$ cat config.mk
export PLATFORM = sky130hd
export DESIGN_NAME = mux16_arbiter
export DESIGN_NICKNAME = d
export VERILOG_FILES = /design/src/rtl/mux16_arbiter.sv
export SDC_FILE = /design/constraint.sdc
export NUM_CORES = 1
export LEC_CHECK = 0
export ABC_AREA = 1
export CORE_ASPECT_RATIO = 1.4
export CORE_MARGIN = 5
export CORE_UTILIZATION = 30
export DETAILED_ROUTE_END_ITERATION = 8
export PLACE_DENSITY = 0.55
export RECOVER_POWER = 25
export SLEW_MARGIN = 40
export SYNTH_ARGS = -nofsm -noshare
export SYNTH_HDL_FRONTEND = slang
export SYNTH_SLANG_ARGS = --single-unit
export TNS_END_PERCENT = 100
$ cat constraint.sdc
create_clock -name clk -period 10.35 [get_ports clk]
set_input_delay 1.035 -clock clk [delete_from_list [all_inputs] [get_ports clk]]
set_output_delay 1.035 -clock clk [all_outputs]
set_load 0.03 [all_outputs]
$ cat src/rtl/mux16_arbiter.sv
// rtl/mux16_arbiter.sv - round-robin arbiter driving the select of a shared 16:1 mux
//
// Purpose: grants one of 16 requesters access to the shared mux, holds the
// grant across a valid/ready handshake, and optionally allows bursts of up to
// MAX_BURST consecutive transfers before handing over.
//
// Ports:
//   clk        clock, rising edge
//   rst        asynchronous active-high reset
//   req[15:0]  request per requester (bit i -> mux select value i)
//   out_ready  downstream accepts the muxed word this cycle
//   sel[3:0]   registered mux select of the granted requester
//   gnt[15:0]  registered one-hot grant, 1<<sel while out_valid, else 0
//   out_valid  registered, muxed word valid for the downstream consumer
//   busy       registered, high while a grant is active

module mux16_arbiter #(
    parameter int MAX_BURST = 1
) (
    input  logic        clk,
    input  logic        rst,
    input  logic [15:0] req,
    input  logic        out_ready,
    output logic [3:0]  sel,
    output logic [15:0] gnt,
    output logic        out_valid,
    output logic        busy
);

    typedef enum logic {
        IDLE  = 1'b0,
        GRANT = 1'b1
    } state_t;

    localparam logic [3:0] BURST_MAX = 4'(MAX_BURST);

    state_t      state, state_n;
    logic [3:0]  ptr, ptr_n;
    logic [3:0]  burst_cnt, burst_cnt_n;
    logic [3:0]  sel_n;
    logic [15:0] gnt_n;
    logic        out_valid_n;
    logic        busy_n;

    logic [3:0]  arb_base;
    logic        arb_found;
    logic [3:0]  arb_win;

    // Scan upward from base+1 with wrap-around; base itself is checked last,
    // so the last-served requester has the lowest priority.
    function automatic logic [4:0] rr_pick(input logic [15:0] r, input logic [3:0] base);
        logic       found;
        logic [3:0] win;
        logic [3:0] idx;
        found = 1'b0;
        win   = 4'd0;
        for (int k = 1; k <= 16; k++) begin
            idx = base + 4'(k);
            if (!found && r[idx]) begin
                found = 1'b1;
                win   = idx;
            end
        end
        return {found, win};
    endfunction

    // In GRANT, re-arbitration happens in the same cycle the grant ends, and
    // the index being released becomes the new pointer, so scan from sel.
    always_comb begin
        arb_base             = (state == GRANT) ? sel : ptr;
        {arb_found, arb_win} = rr_pick(req, arb_base);
    end

    always_ff @(posedge clk or posedge rst) begin
        if (rst) begin
            state     <= IDLE;
            ptr       <= 4'd15;
            burst_cnt <= 4'd0;
            sel       <= 4'd0;
            gnt       <= 16'd0;
            out_valid <= 1'b0;
            busy      <= 1'b0;
        end else begin
            state     <= state_n;
            ptr       <= ptr_n;
            burst_cnt <= burst_cnt_n;
            sel       <= sel_n;
            gnt       <= gnt_n;
            out_valid <= out_valid_n;
            busy      <= busy_n;
        end
    end

    always_comb begin
        state_n     = state;
        ptr_n       = ptr;
        burst_cnt_n = burst_cnt;
        sel_n       = sel;
        gnt_n       = gnt;
        out_valid_n = out_valid;
        busy_n      = busy;

        case (state)
            IDLE: begin
                if (arb_found) begin
                    sel_n       = arb_win;
                    gnt_n       = 16'd1 << arb_win;
                    out_valid_n = 1'b1;
                    busy_n      = 1'b1;
                    burst_cnt_n = 4'd1;
                    state_n     = GRANT;
                end
            end

            GRANT: begin
                if (out_valid && out_ready) begin
                    if (req[sel] && (burst_cnt < BURST_MAX)) begin
                        burst_cnt_n = burst_cnt + 4'd1;
                    end else begin
                        // Grant ends on this transfer; hand over with no bubble.
                        ptr_n = sel;
                        if (arb_found) begin
                            sel_n       = arb_win;
                            gnt_n       = 16'd1 << arb_win;
                            burst_cnt_n = 4'd1;
                        end else begin
                            gnt_n       = 16'd0;
                            out_valid_n = 1'b0;
                            busy_n      = 1'b0;
                            burst_cnt_n = 4'd0;
                            state_n     = IDLE;
                        end
                    end
                end else if (!req[sel]) begin
                    // Withdrawal while stalled counts as having been served.
                    ptr_n       = sel;
                    gnt_n       = 16'd0;
                    out_valid_n = 1'b0;
                    busy_n      = 1'b0;
                    burst_cnt_n = 4'd0;
                    state_n     = IDLE;
                end
            end

            default: begin
                state_n = IDLE;
            end
        endcase
    end

endmodule

==> summary.txt, run 1 <==
Synthesis
  – Post-synthesis async set-or-reset flop share: 100%
  – Top cells by count, synth: nand2_1 (214), nand3_1 (178), inv_1 (71), nor2_1 (61), dfrtp_1 (26)
  – Top_reg_cell synth: dfrtp_1
  – Synthesized net count: 736
  – Syn Inst Count: 708
  – Synth warn: 0
  – Mean Syn Cell Area: 5.84 µm²
  – Most frequent cell after synthesis: nand2_1
  – Synthesized area: 4140 µm²
  – Largest cells by area after synthesis: nand3_1 (22%), nand2_1 (19%), dfrtp_1 (16%), inv_1 (6.4%), nor2_1 (5.5%)
  – #FFs+latches synth: 30
  – Sequential area share after synthesis: 18.3%
  – Synth cell types: 39
  – Cell taking the most area after synthesis: nand3_1
  – Synth top area share: 21.5%
  – Post-synth EDFFs: 0

Clock tree
  – H-tree levels: 2
  – Post-CTS Resized: 0
  – CTS Buffer Depth: 2
  – Num CTS Buffers: 5
  – Clock root cell: clkbuf_16
  – Clock Latency Late Sink: 0.28 ns
  – Hold-fix buffers at CTS: 0
  – Post-CTS setup buffer count: 0
  – Clock transition at the registers of the reported paths: 0.05 ns
  – CTS tree: built
  – Clock net sink count: 30

Final layout
  – Nets@finish: 762
  – Share of layout cells above drive strength 1: 8.03%
  – P&R area growth vs syn: 15.2%
  – Ant diodes: 0

Floorplanning
  – Rows: 50
  – Starting Density: 30.7%
  – Die Span Y: 149 µm
  – Die area: 16300 µm²
  – Core Area: 13500 µm²
  – Die Wd: 109 µm
  – I/O pins: 41

Setup path
  – CP Launch Point: state$_DFF_PP0_
  – Crit path to: gnt[2]$_DFFE_PP0P_
  – Crit path kind: reg2reg
  – CP Launch Type: register
  – Most common cell type on the critical path: nand2_1
  – Reg2Reg Launch Point: state$_DFF_PP0_
  – R2R Setup Slk: 4.84 ns
  – Worst EP required: 10.54 ns
  – Critical path arrival: 5.70 ns
  – Critical path's slowest cell: ha_1
  – Largest stage delay on the critical path: 0.89 ns
  – Worst-path cell chain: inv_2, nand2_1, nand2_1, ha_1, inv_1, nand3_1, nand2_1, o21a_1, o21ai_0, inv_1, nand2_4, nor2_8, nor2_2, nand4_2, o21bai_1
  – Crit-path max FO: 17
  – Worst flop-to-flop path endpoint: gnt[2]$_DFFE_PP0P_
  – Crit. End Element: register
  – Reg2reg path depth: 15

STA
  – Slew HR: -8.82%
  – Setup Skew: 0.00782 ns
  – Final Setup Violations: 0
  – Worst Tran Pin Value: 1.63 ns
  – Max Slew Vio Count: 31
  – Max Fclk: 0.181 GHz
  – Setup TNS: 0 ns
  – Final hold vios: 0
  – RSZ-0062 raised after global routing: false
  – Min cycle time layout: 5.51 ns
  – Hold_ws: 0.488 ns
  – Final Cycle Share: 53.2%
  – Setup ws final: 4.84 ns

Status
  – Failing checks: capacitance limit, slew limit
  – Outcome: finished with violations

Placed design
  – Port Buffers: 40
  – DP Wirelength: 11400 µm
  – RD Place Congestion: 0.902
  – Placement Setup Slack: 4.85 ns

Detailed routing
  – Routed Wire Length: 14500 µm
  – Vias/cell: 5.30
  – Iteration-0 DRC Markers: 578
  – Pre-antenna DRT Iters: 8
  – Vias: 4863
  – DRC: 0
  – WL per Instance: 15.8 µm
  – DRT antenna net count: 0

Global routing
  – Largest net degree at the start of global routing: 35
  – First-pass GRT wire length: 23800 µm
  – Initial antenna violation count: 0
  – GRT Overall Usage: 18.4%
  – Grt total ovfl: 0
  – Number of global-route vias before repair: 4764

Hold path
  – Hold crit path type: reg2reg

Run
  – Maxcap violations: 1
[how the worst min path moves through the flow]
stage                   startpoint             endpoint  cells after the start
4_1_cts        gnt[10]$_DFFE_PP0P_  gnt[10]$_DFFE_PP0P_                      2
2_1_floorplan   ptr[1]$_DFFE_PP1P_   ptr[1]$_DFFE_PP1P_                      2
5_1_grt        gnt[12]$_DFFE_PP0P_  gnt[12]$_DFFE_PP0P_                      2
3_5_place_dp   gnt[15]$_DFFE_PP0P_  gnt[15]$_DFFE_PP0P_                      2
3_3_place_gp    gnt[8]$_DFFE_PP0P_   gnt[8]$_DFFE_PP0P_                      2
6_report       gnt[10]$_DFFE_PP0P_  gnt[10]$_DFFE_PP0P_                      2
[state kept, by name (all words and copies together), names as in the netlist]
name,cells
burst_cnt,4
busy,1
gnt,16
ptr,4
sel,4
state,1
[placed cells by master (no fill, tap or decap), types with 4 or more instances in the layout]
cell and n:
nand3_1 178, a21oi_1 15, nand2_2 10, nand3_4 4, ha_1 9, inv_2 5
clkbuf_16 5, dfstp_2 4, nor2_1 61, nand2_4 5, o21bai_1 8, dfrtp_1 26
o21ai_1 6, o21ai_0 19, nand2_1 214, nand4_1 12, clkdlybuf4s50_1 39, nor2_2 7
nor2_8 4, inv_1 71, nand3_2 4
[critical path: cells and delay by family (launching register included)]
kind	cells	cell delay (ns)
and+or+nand+nor	8	1.98
AOI/OAI and AO/OA	3	1.01
DFF	1	0.61
buffers and inverters	3	0.90
adders and majority gates	1	0.89
[metrics by stage]
step / instances / utilization, % / cell area [µm²]
floorplan: 708 / - / 4140
global placement: 909 / 34.4 / 4630
global route: 917 / 35.4 / 4760
finish: 917 / 35.4 / 4760
detailed placement: 909 / 34.4 / 4630
CTS: 917 / 35.5 / 4770
[area by class of cell]
class	instances	area, µm²
fillers	1499	8690
well taps	182	228
repair buffers	41	404
multi-input cells	580	2950
clock buffers	6	129
flip-flops and latches	30	756
inverters	76	285
clock inverters	2	10.0
[layer usage]
layer | up-vias | GRT usage (%) | share of wire (%)
met1 | 2250 | 21.1 | 39
met5 | - | 0 | 0
met2 | 185 | 33.1 | 52
met4 | 0 | 10.8 | 5.2
met3 | 51 | 1.30 | 3.7
li1 | 2377 | - | -
[kinds of logic after synthesis]
group,Yosys count,share of synthesized area (%)
AND/OR/NAND/NOR,506,58.5
buffers and inverters,98,10.3
AO/OA/AOI/OAI,60,8.77
flip-flops,30,18.3
adder cells (fa/ha/maj),9,2.72
XOR/XNOR,5,1.42
Power of run 1 is not shown: default switching activity piles up to over one toggle a cycle in this logic, so the estimate is an artifact.
==> run 2: changes to the inputs <==
Settings changed: PLACE_DENSITY 0.55 to 0.57.
Clock period 10.35 ns to 4.7 ns, I/O delays scaled along.
==> run 2 against run 1 <==
Effect of this change: the flow still finishes with violations (capacitance limit, slew limit); clock-buffer cell count is 1 higher; die area is the same; sequential share of layout area down 0.38 points; cell area is 2.6% higher; setup slack got worse by 4.3 ns; global-route usage grew 0.097 points; first-iteration DRC count fell by 35%; worst hold slack worse by 0.0093 ns; critical path type unchanged; largest cell class unchanged.
==> summary.txt, run 2 (same netlist as run 1, synthesis figures left out) <==
Final layout
  – Final instance area: 4890 µm²
  – Fillcell total: 1480
  – Most common cell after layout, fill and taps aside: nand2_1
  – Nets@finish: 776
  – Largest Register: gnt
  – Share of layout cells above drive strength 1: 10.3%
  – Max reg flops: 16
  – Ant diodes: 0
  – Final Core Density: 36.4%
  – Commonest non-fill, non-tap cells in the layout: nand2_1 (214), nand3_1 (178), inv_1 (71), nor2_1 (59), clkdlybuf4s50_1 (39)
  – P&R area growth vs syn: 18.2%

Floorplanning
  – Die Span Y: 149 µm
  – Die area: 16300 µm²
  – I/O pins: 41
  – Core Area: 13500 µm²
  – Starting Density: 30.7%
  – Rows: 50
  – Die Wd: 109 µm

STA
  – Final Setup Violations: 0
  – Hold_ws: 0.478 ns
  – Max Fclk: 0.238 GHz
  – Setup Skew: 0.00550 ns
  – Worst Tran Pin Value: 1.61 ns
  – Final hold vios: 0
  – Slew HR: -7.31%
  – Min cycle time layout: 4.21 ns
  – Max Slew Vio Count: 31
  – RSZ-0062 raised after global routing: false
  – Setup TNS: 0 ns
  – Final Cycle Share: 89.5%

Placed design
  – DP Wirelength: 11700 µm
  – Port Buffers: 40
  – Placed cell area: 4730 µm²
  – RD Place Congestion: 0.951

Clock tree
  – Clock net sink count: 30
  – H-tree levels: 2
  – Post-CTS Resized: 0
  – Post-CTS setup buffer count: 0
  – Hold-fix buffers at CTS: 0
  – Clock Latency Late Sink: 0.28 ns
  – CTS Buffer Depth: 2
  – Clock transition at the registers of the reported paths: 0.05 ns
  – Clock root cell: clkbuf_16
  – CTS tree: built
  – Num CTS Buffers: 5

Detailed routing
  – Routed Wire Length: 14400 µm
  – Iteration-0 DRC Markers: 374
  – DRT antenna net count: 0
  – Vias: 4721
  – Pre-antenna DRT Iters: 5
  – Vias/cell: 5.07
  – WL per Instance: 15.5 µm
  – DRC: 0

Setup path
  – Critical path's slowest cell: dfrtp_2
  – Critical path arrival: 4.41 ns
  – Worst EP required: 4.90 ns
  – Crit-path leading delay family: simple AND/OR/NAND/NOR gates
  – Crit path kind: reg2reg
  – Crit. End Element: register
  – Largest stage delay on the critical path: 0.50 ns
  – Crit-path max FO: 16
  – Buf/Inv on CP: 4
  – Worst-path cell chain: inv_4, nand2_1, nand2_1, inv_1, ha_2, inv_1, nand3_1, nand2_1, o21ai_1, inv_1, nand4_4, nor2_4, nand3_4, nor2_8, nand3_4, nor2_8, nand2_4, nor2_8, nor2_2, nand4_2, o21bai_1
  – CP Launch Type: register

Global routing
  – Number of global-route vias before repair: 4640
  – GRT Overall Usage: 18.5%
  – First-pass GRT wire length: 23800 µm
  – Largest net degree at the start of global routing: 34
  – Grt total ovfl: 0
  – Initial antenna violation count: 0

Status
  – Failing checks: capacitance limit, slew limit
  – Outcome: finished with violations

Hold path
  – Hold crit path type: reg2reg

Run
  – Maxcap violations: 1
[run 2: worst min-delay path, stage by stage, from the launching register on]
cell and delay, ns:
dfrtp_1 0.34, nand2_1 0.05, nand2_1 0.06
[run 2: final timing paths]
| path | to | cells past startpoint | slack [ns] | start |
|---|---|---|---|---|
| min in group asynchronous | gnt[8]$_DFFE_PP0P_ | 3 | 1.20 | rst |
| worst max-delay path | gnt[2]$_DFFE_PP0P_ | 21 | 0.49 | state$_DFF_PP0_ |
| worst min register to register | gnt[12]$_DFFE_PP0P_ | 2 | 0.48 | gnt[12]$_DFFE_PP0P_ |
| worst max register to register | gnt[2]$_DFFE_PP0P_ | 21 | 0.49 | state$_DFF_PP0_ |
| worst min-delay path | gnt[12]$_DFFE_PP0P_ | 2 | 0.48 | gnt[12]$_DFFE_PP0P_ |
| max in group asynchronous | state$_DFF_PP0_ | 3 | 2.45 | rst |
[run 2: per-stage QoR]
step	worst slack [ns]	cells
after global placement	0.450	923
final	0.494	931
after global routing	0.0845	931
after detailed placement	0.277	923
after floorplan	0.490	708
after CTS	0.275	931
[run 2: cell type report]
cell class / instances / area [µm²] / area share [%]
multi-input combinational: 580 / 2960 / 60.5
sequential: 30 / 757 / 15.5
timing repair buffer: 55 / 509 / 10.4
inverter: 76 / 288 / 5.89
tap: 182 / 228 / 4.66
clock buffer: 7 / 143 / 2.92
clock inverter: 1 / 5.00 / 0.102
[run 2: per-layer routing]
layer  part of all wire, %  global-route usage, %  wire length [µm]  up-vias
met5                     0                      0                 0        -
met3                   2.4                   1.56               343       45
li1                      -                      -                 -     2408
met4                   5.4                   10.5               780        0
met1                    40                   20.8              5720     2146
met2                    52                   33.7              7540      122
Power of run 2 is left out for the same reason.
==> run 3: changes to the inputs <==
Settings changed: CORE_UTILIZATION 30 to 50, PLACE_DENSITY 0.57 to 0.82.
==> run 3 against run 2 <==
Effect of this change: the flow now finishes without violations; first-iteration DRC count is 28% higher; fmax shrank 3.0%; die area shrank 37%; clock-buffer cell count shrank 1; routed wire length fell by 4.2%; global-route usage grew 8.9 points; utilization increased by 23 points; setup slack got worse by 0.13 ns; via count rose by 3.5%; critical path type unchanged.
==> summary.txt, run 3 (same netlist as run 1, synthesis figures left out) <==
Setup path
  – Crit path kind: reg2reg
  – Most common cell type on the critical path: nand2_1
  – Crit-path max FO: 11
  – Largest stage delay on the critical path: 0.55 ns
  – Critical path arrival: 4.50 ns
  – Critical path's slowest cell: dfrtp_1
  – Worst EP required: 4.86 ns
  – CP Launch Type: register
  – Crit. End Element: register

Clock tree
  – CTS tree: built
  – CTS Buffer Depth: 2
  – Clock root cell: clkbuf_16
  – H-tree levels: 2
  – Hold-fix buffers at CTS: 0
  – Clock Latency Late Sink: 0.28 ns
  – Clock transition at the registers of the reported paths: 0.05 ns
  – Num CTS Buffers: 5
  – Clock net sink count: 30

Final layout
  – Final Core Density: 59.0%
  – Commonest non-fill, non-tap cells in the layout: nand2_1 (214), nand3_1 (178), inv_1 (71), nor2_1 (60), clkdlybuf4s50_1 (39)
  – Nets@finish: 775
  – Most common cell after layout, fill and taps aside: nand2_1
  – Final instance area: 4780 µm²
  – P&R area growth vs syn: 15.6%
  – Share of layout cells above drive strength 1: 10.2%
  – Max reg flops: 16
  – Largest Register: gnt
  – Ant diodes: 0

Global routing
  – GRT Overall Usage: 27.5%
  – Largest net degree at the start of global routing: 34
  – Number of global-route vias before repair: 4805
  – First-pass GRT wire length: 22900 µm
  – Grt total ovfl: 0
  – Initial antenna violation count: 0

STA
  – Final Setup Violations: 0
  – Final Cycle Share: 92.3%
  – Max Fclk: 0.231 GHz
  – Setup TNS: 0 ns
  – Setup Skew: 0.00417 ns
  – Setup ws final: 0.362 ns
  – RSZ-0062 raised after global routing: false
  – Slew HR: 23.9%
  – Min cycle time layout: 4.34 ns
  – Max Slew Vio Count: 0
  – Worst Tran Pin Value: 1.14 ns
  – Final hold vios: 0

Detailed routing
  – Iteration-0 DRC Markers: 479
  – WL per Instance: 16.2 µm
  – DRC: 0
  – Vias/cell: 5.75
  – Routed Wire Length: 13800 µm
  – Pre-antenna DRT Iters: 6
  – DRT antenna net count: 0
  – Vias: 4884

Floorplanning
  – Core Area: 8100 µm²
  – Die area: 10200 µm²
  – Die Span Y: 118 µm
  – Die Wd: 86.9 µm
  – Starting Density: 51.1%
  – Rows: 39
  – I/O pins: 41

Placed design
  – Port Buffers: 40
  – DP Wirelength: 10900 µm
  – Placement Setup Slack: 0.342 ns
  – Placed cell area: 4630 µm²
  – RD Place Congestion: 1.03

Status
  – Outcome: completed

Run
  – Maxcap violations: 0

Hold path
  – Hold crit path type: reg2reg
## run 3: changes by cell type in the layout (fill, tap and decap cells not counted), sizes merged
cell / change
clkbuf: -2
clkinvlp: +1
## run 3: worst max-delay path, delay by kind of cell, from the launching register on
| family | cells | cell delay (ns) |
|---|---|---|
| simple gates | 20 | 2.45 |
| buf+inv | 4 | 0.75 |
| flops | 1 | 0.55 |
| fa+ha+maj | 1 | 0.31 |
| compound gates | 1 | 0.14 |
## run 3: worst paths after layout
check | startpoint | endpoint | slack [ns] | cells after the start
max | sel[0]$_DFFE_PP0P_ | gnt[12]$_DFFE_PP0P_ | 0.36 | 26
min | gnt[13]$_DFFE_PP0P_ | gnt[13]$_DFFE_PP0P_ | 0.49 | 2
max reg2reg | sel[0]$_DFFE_PP0P_ | gnt[12]$_DFFE_PP0P_ | 0.36 | 26
min reg2reg | gnt[13]$_DFFE_PP0P_ | gnt[13]$_DFFE_PP0P_ | 0.49 | 2
max in group asynchronous | rst | state$_DFF_PP0_ | 3.01 | 2
min in group asynchronous | rst | gnt[13]$_DFFE_PP0P_ | 0.93 | 2
## run 3: metrics by stage
stage          hold slack [ns]  std cells
6_report                 0.489        850
2_1_floorplan            0.470        708
4_1_cts                  0.488        850
5_1_grt                  0.520        850
3_3_place_gp             0.467        842
3_5_place_dp             0.472        842
## run 3: cell type report
| type | count | area [µm²] |
|---|---|---|
| fill | 820 | 3320 |
| multi-input combinational | 580 | 2960 |
| sequential | 30 | 757 |
| timing repair buffer | 54 | 505 |
| inverter | 76 | 285 |
| clock buffer | 6 | 139 |
| tap | 102 | 128 |
| clock inverter | 2 | 12.5 |
## run 3: routing by layer
metal / vias up / GRT usage [%] / part of all wire (%)
met5: - / 0 / 0
met4: 0 / 14.2 / 4.9
met3: 54 / 2.45 / 4.6
met2: 198 / 46.8 / 50
met1: 2227 / 33.4 / 41
li1: 2405 / - / -
## run 3: what timing repair did
| action | CTS | global route |
|---|---|---|
| endpoints found under the setup margin | 0 | 9 |
| buffers inserted | 0 | 0 |
| resized for setup | 0 | 2 |
Power of run 3 is left out for the same reason.
